### src/rtl/jk_drv_pkg.sv
// Shared types for the JK excitation driver: request opcodes, FSM states, error ceiling.
// Pure declarations, no logic, no latency.
// No flow control of its own.
package jk_drv_pkg;

  // Request opcodes as carried on req_op
  typedef enum logic [1:0] {
    OP_LOAD  = 2'b00,
    OP_INC   = 2'b01,
    OP_DEC   = 2'b10,
    OP_CLEAR = 2'b11
  } op_e;

  // Driver FSM states
  typedef enum logic [1:0] {
    ST_IDLE  = 2'b00,
    ST_DRIVE = 2'b01,
    ST_CHECK = 2'b10
  } state_e;

  // err_count stops here instead of wrapping
  localparam logic [7:0] ERR_MAX = 8'hFF;

endpackage

### src/rtl/jk_excite_cell.sv
// One-bit JK excitation map (q, t) -> (j, k); build option JK_TOGGLE_PREF_EN.
// Purely combinational, zero latency.
// No handshake; consumer registers the result.
module jk_excite_cell (
  input  logic q,
  input  logic t,
  output logic j,
  output logic k
);

`ifdef JK_TOGGLE_PREF_EN
  // Any change of state is driven as a toggle; holds stay at J=K=0
  assign j = q ^ t;
  assign k = q ^ t;
`else
  // Set only on a rising bit, reset only on a falling bit; don't-cares read as 0
  assign j = ~q & t;
  assign k = q & ~t;
`endif

endmodule

### src/rtl/jk_excitation_driver.sv
// Drives a JK flip-flop bank to a requested value, reads it back, retries on a miss.
// Accept to done: 3 edges on a clean pass, +2 edges per retry.
// req_ready only in IDLE; one request in flight, inputs ignored while busy.
import jk_drv_pkg::*;

module jk_excitation_driver #(
  parameter int WIDTH   = 8,
  parameter int RETRIES = 1
) (
  input  logic             clock,
  input  logic             reset,
  input  logic             req_valid,
  output logic             req_ready,
  input  logic [1:0]       req_op,
  input  logic [WIDTH-1:0] req_data,
  input  logic [WIDTH-1:0] q_in,
  output logic [WIDTH-1:0] j_out,
  output logic [WIDTH-1:0] k_out,
  output logic             done,
  output logic             mismatch,
  output logic [7:0]       err_count
);

  localparam logic [2:0] RETRY_INIT = 3'(RETRIES);

  state_e           state, state_nxt;
  logic [WIDTH-1:0] target, target_nxt;
  logic [2:0]       retries_left, retries_nxt;
  logic [WIDTH-1:0] j_nxt, k_nxt;
  logic             done_nxt, mismatch_nxt;
  logic [7:0]       err_nxt;

  op_e              op;
  logic [WIDTH-1:0] req_target;
  logic [WIDTH-1:0] exc_t, exc_j, exc_k;
  logic             accept;

  assign op        = op_e'(req_op);
  assign req_ready = (state == ST_IDLE);
  assign accept    = req_valid & req_ready;

  // Target for an incoming request, relative to the bank value seen right now
  always_comb begin
    req_target = '0;
    case (op)
      OP_LOAD:  req_target = req_data;
      OP_INC:   req_target = q_in + 1'b1;
      OP_DEC:   req_target = q_in - 1'b1;
      OP_CLEAR: req_target = '0;
      default:  req_target = '0;
    endcase
  end

  // In IDLE the excitation feeds the first drive of a new request; otherwise a retry
  assign exc_t = (state == ST_IDLE) ? req_target : target;

  for (genvar b = 0; b < WIDTH; b++) begin : g_cell
    jk_excite_cell u_cell (
      .q (q_in[b]),
      .t (exc_t[b]),
      .j (exc_j[b]),
      .k (exc_k[b])
    );
  end

  // Next-state and registered-output decisions; J/K default to the hold pattern
  always_comb begin
    state_nxt    = state;
    target_nxt   = target;
    retries_nxt  = retries_left;
    j_nxt        = '0;
    k_nxt        = '0;
    done_nxt     = 1'b0;
    mismatch_nxt = mismatch;
    err_nxt      = err_count;
    case (state)
      ST_IDLE: begin
        if (accept) begin
          target_nxt  = req_target;
          retries_nxt = RETRY_INIT;
          j_nxt       = exc_j;
          k_nxt       = exc_k;
          state_nxt   = ST_DRIVE;
        end
      end
      ST_DRIVE: begin
        // The bank captures the drive on this edge; release to hold afterwards
        state_nxt = ST_CHECK;
      end
      ST_CHECK: begin
        if (q_in == target) begin
          done_nxt     = 1'b1;
          mismatch_nxt = 1'b0;
          state_nxt    = ST_IDLE;
        end else if (retries_left != 3'd0) begin
          // Re-drive from what the bank actually holds now
          retries_nxt = retries_left - 3'd1;
          j_nxt       = exc_j;
          k_nxt       = exc_k;
          state_nxt   = ST_DRIVE;
        end else begin
          done_nxt     = 1'b1;
          mismatch_nxt = 1'b1;
          err_nxt      = (err_count == ERR_MAX) ? ERR_MAX : err_count + 8'd1;
          state_nxt    = ST_IDLE;
        end
      end
      default: state_nxt = ST_IDLE;
    endcase
  end

  // State and output registers; reset clears any drive pulse in flight
  always_ff @(posedge clock) begin
    if (!reset) begin
      state        <= ST_IDLE;
      target       <= '0;
      retries_left <= 3'd0;
      j_out        <= '0;
      k_out        <= '0;
      done         <= 1'b0;
      mismatch     <= 1'b0;
      err_count    <= 8'd0;
    end else begin
      state        <= state_nxt;
      target       <= target_nxt;
      retries_left <= retries_nxt;
      j_out        <= j_nxt;
      k_out        <= k_nxt;
      done         <= done_nxt;
      mismatch     <= mismatch_nxt;
      err_count    <= err_nxt;
    end
  end

endmodule

### config.mk
export PLATFORM = sky130hd
export DESIGN_NAME = jk_excitation_driver
export DESIGN_NICKNAME = d
export VERILOG_FILES = /design/src/rtl/jk_drv_pkg.sv /design/src/rtl/jk_excite_cell.sv /design/src/rtl/jk_excitation_driver.sv
export SDC_FILE = /design/constraint.sdc
export NUM_CORES = 1
export LEC_CHECK = 0
export ABC_AREA = 0
export CORE_MARGIN = 2
export CORE_UTILIZATION = 45
export DETAILED_ROUTE_END_ITERATION = 16
export HOLD_SLACK_MARGIN = 0.06
export PLACE_DENSITY = 0.72
export SYNTH_ARGS = -nofsm -noshare
export SYNTH_HDL_FRONTEND = slang
export SYNTH_HIERARCHICAL = 1
export SYNTH_SLANG_ARGS = --single-unit
### constraint.sdc
create_clock -name clock -period 4 [get_ports clock]
set_input_delay 1 -clock clock [delete_from_list [all_inputs] [get_ports clock]]
set_output_delay 1 -clock clock [all_outputs]
set_load 0.01 [all_outputs]
==> flow_metrics.env <==
export IMPL_cts_sinks=39
export IMPL_viasPerCell=5.21
export IMPL_avgSynthCellArea_um2=8.32
export IMPL_synthCells=269
export IMPL_multi_input_area_um2=1340
export IMPL_synth_warnings=6
export IMPL_diodes=0
export IMPL_initial_core_util_pct=47.1
export IMPL_numCtsBuffers=5
export IMPL_seqCellArea_um2=781
export IMPL_drt_iter0_drc=141
export IMPL_fillCellCount=437
export IMPL_finalHoldViolations=0
export IMPL_fmax_ghz=0.280
export IMPL_rsz0062_at_grt="no"
export IMPL_vias=1978
export IMPL_postCtsHoldBufs=0
export IMPL_area_growth_pct=28.1
export IMPL_io_buffers=47
export IMPL_tightest_slew_ns=0.701
export IMPL_hold_path_class="flop to flop"
export IMPL_min_period_ns=3.58
export IMPL_ctsLongestPathBuffers=2
export IMPL_totalWireLength_mm=4.84
export IMPL_cts_tree="done"
export IMPL_num_io_pins=48
export IMPL_grt_pass1_vias=1765
export IMPL_die_x_um=74.5
export IMPL_clk_latency_ns=0.29
export IMPL_power_density_nw_per_um2=319
export IMPL_core_um2=4750
export IMPL_hpwl_mm=3.58
export IMPL_end_kind="flop"
export IMPL_ys_top_cells_by_count="dfxtp_1, a21oi_1, nor2_1"
export IMPL_std_cell_rows=25
export IMPL_place_ws_ns=0.130
export IMPL_route_detailed_drc=0
export IMPL_crit_type="primary input to flop"
export IMPL_final_max_slew_viol_count=0
export IMPL_synth_top_area_share_pct=34.9
export IMPL_synth_cell_types=48
export IMPL_grt_remaining_overflow=0
export IMPL_synth_edf_count=0
export IMPL_drive_gt1_share_pct=7.99
export IMPL_p_sw_share_pct=26.9
export IMPL_setup_viol=0
export IMPL_grt_max_degree=22
export IMPL_power_frac_comb_pct=22.8
export IMPL_setup_tns_ns=0
export IMPL_finalClockSkew_ns=0.00237
export IMPL_die_y_um=74.5
export IMPL_ys_top_cells_by_area="dfxtp_1, xor2_1, a21oi_1, and2_1, ha_1"
export IMPL_cap_violations=0
export IMPL_synth_most_common_cell="dfxtp_1"
export IMPL_pwr_share_seq_pct=45.7
export IMPL_cts_max_level=2
export IMPL_syn_area_um2=2240
export IMPL_setup_ws_ns=0.422
export IMPL_status="finished, final reports clean"
export IMPL_postCtsSetupBuffers=0
export IMPL_period_share_pct=89.4
export IMPL_grt_pass1_wl_mm=8.07
export IMPL_cts_root_buf="clkbuf_8"
export IMPL_gp_congestion=0.858
export IMPL_grtUsageTotal_pct=18.9
export IMPL_wire_per_inst_um=12.7
export IMPL_synthArstFlopShare_pct=0
export IMPL_ys_ff_latch=39
export IMPL_first_pass_iters=4
export IMPL_layout_nets=341
export IMPL_synth_nets=298
export IMPL_dominantRegCellSynth="dfxtp_1"
export IMPL_leakagePower_nw=1.17
export IMPL_synth_area_leader_cell="dfxtp_1"
export IMPL_clk_pin_slew_ns=0.07
export IMPL_yosysSeqAreaShare_pct=34.9
export IMPL_antenna_found_initial=0
export IMPL_power_switching_mw=0.246
export IMPL_startpoint_type="primary input"
export IMPL_crit_required_ns=4.19
export IMPL_ir_worst_vdd_mv=0.323
export IMPL_internal_power_mw=0.668
export IMPL_max_slew_margin_pct=53.2
export IMPL_worstPathArrival_ns=3.76
export IMPL_dieArea_um2=5550
export IMPL_crit_fanout=3
export IMPL_cts_resized=0
export IMPL_ant_nets=0
export IMPL_p_clk_share_pct=31.5
kinds of logic (layout without fill, tap and decap cells):
logic type                 count (synthesis)  after routing  share of synthesized area (%)
buffers and inverters                     29             73                           5.31
adders and majority gates                  8              8                           4.47
muxes                                      2              2                          0.894
xor gates and xnor gates                  19             19                           7.43
DFF                                       39             39                           34.9
AOI/OAI and AO/OA                         66             66                           19.2
and+or+nand+nor                          106            106                           27.8
cell type report:
class | instances | area share, %
Sequential cell | 39 | 27.2
Clock buffer | 8 | 3.49
Tap cell | 67 | 2.92
Timing Repair Buffer | 54 | 18.2
Inverter | 11 | 1.44
Multi-Input combinational cell | 201 | 46.7
final timing paths:
kind / cells after the start / slack, ns / endpoint / start
setup / recovery: 13 / 0.42 / j_out[6] / req_op[0]
hold / removal: 1 / 0.43 / state[1] / state[1]
setup reg to reg: 6 / 1.92 / err_count[3] / state[1]
hold reg to reg: 1 / 0.43 / state[1] / state[1]
critical path, cell delays in order:
cell and delay [ns]:
clkdlybuf4s50_1 0.45, inv_1 0.06, ha_1 0.23, xor2_1 0.15, ha_1 0.21, or3_1 0.32, a21oi_2 0.15, a211oi_1 0.08
or4_1 0.50, a32oi_1 0.24, a21oi_1 0.11, nor2b_1 0.13, and2_1 0.13
flip-flops by register name, summed over array words and instances, names as in the netlist:
signal / flops
retries_left: 3
target: 8
err_count: 8
done: 1
k_out: 8
mismatch: 1
j_out: 8
state: 2
metrics by stage:
stage	cells	power (mW)	hold slack (ns)	utilization, %	area, um^2
floorplan	269	0.563	0.404	-	2240
finish	380	0.913	0.431	60.3	2870
CTS	380	0.918	0.432	60.3	2870
global placement	372	0.630	0.416	58.2	2770
global route	380	0.964	0.472	60.3	2870
detailed placement	372	0.634	0.422	58.2	2770
per-layer routing:
metal | global-route usage, % | vias to the layer above | part of all wire (%)
met5 | 0 | - | 0
met4 | 4.76 | 0 | 0.95
met3 | 5.01 | 4 | 4.7
met2 | 29.7 | 42 | 46
met1 | 25.9 | 900 | 49
li1 | - | 1032 | -
placed cells by master, fill, tap and decap left out, types with 3 or more instances in the layout:
master           Yosys  layout
clkdlybuf4s50_1      0      47
dfxtp_1             39      39
a21oi_1             24      24
nor2_1              22      22
and2_1              19      19
xor2_1              14      14
inv_1               11      11
nor2b_1             11      11
nand2_1             10      10
a211oi_1             8       8
o21ai_0              8       8
ha_1                 8       8
and2b_2              8       8
nand3_1              7       7
clkbuf_8             0       7
buf_4                0       7
xnor2_1              5       5
or3_1                4       4
and3_1               3       3
a31oi_1              3       3
a22oi_1              3       3
nor3_1               3       3
a221oi_1             3       3
and4b_1              3       3
power by group through the flow:
stage                     Clock, mW  Sequential [mW]  Combinational, mW
after floorplan                   0            0.429              0.134
after global placement            0            0.426              0.205
after detailed placement          0            0.426              0.208
after CTS                     0.293            0.417              0.208
after global routing          0.312            0.420              0.232
final                         0.288            0.417              0.208
Power figures use the tool's default switching activity.
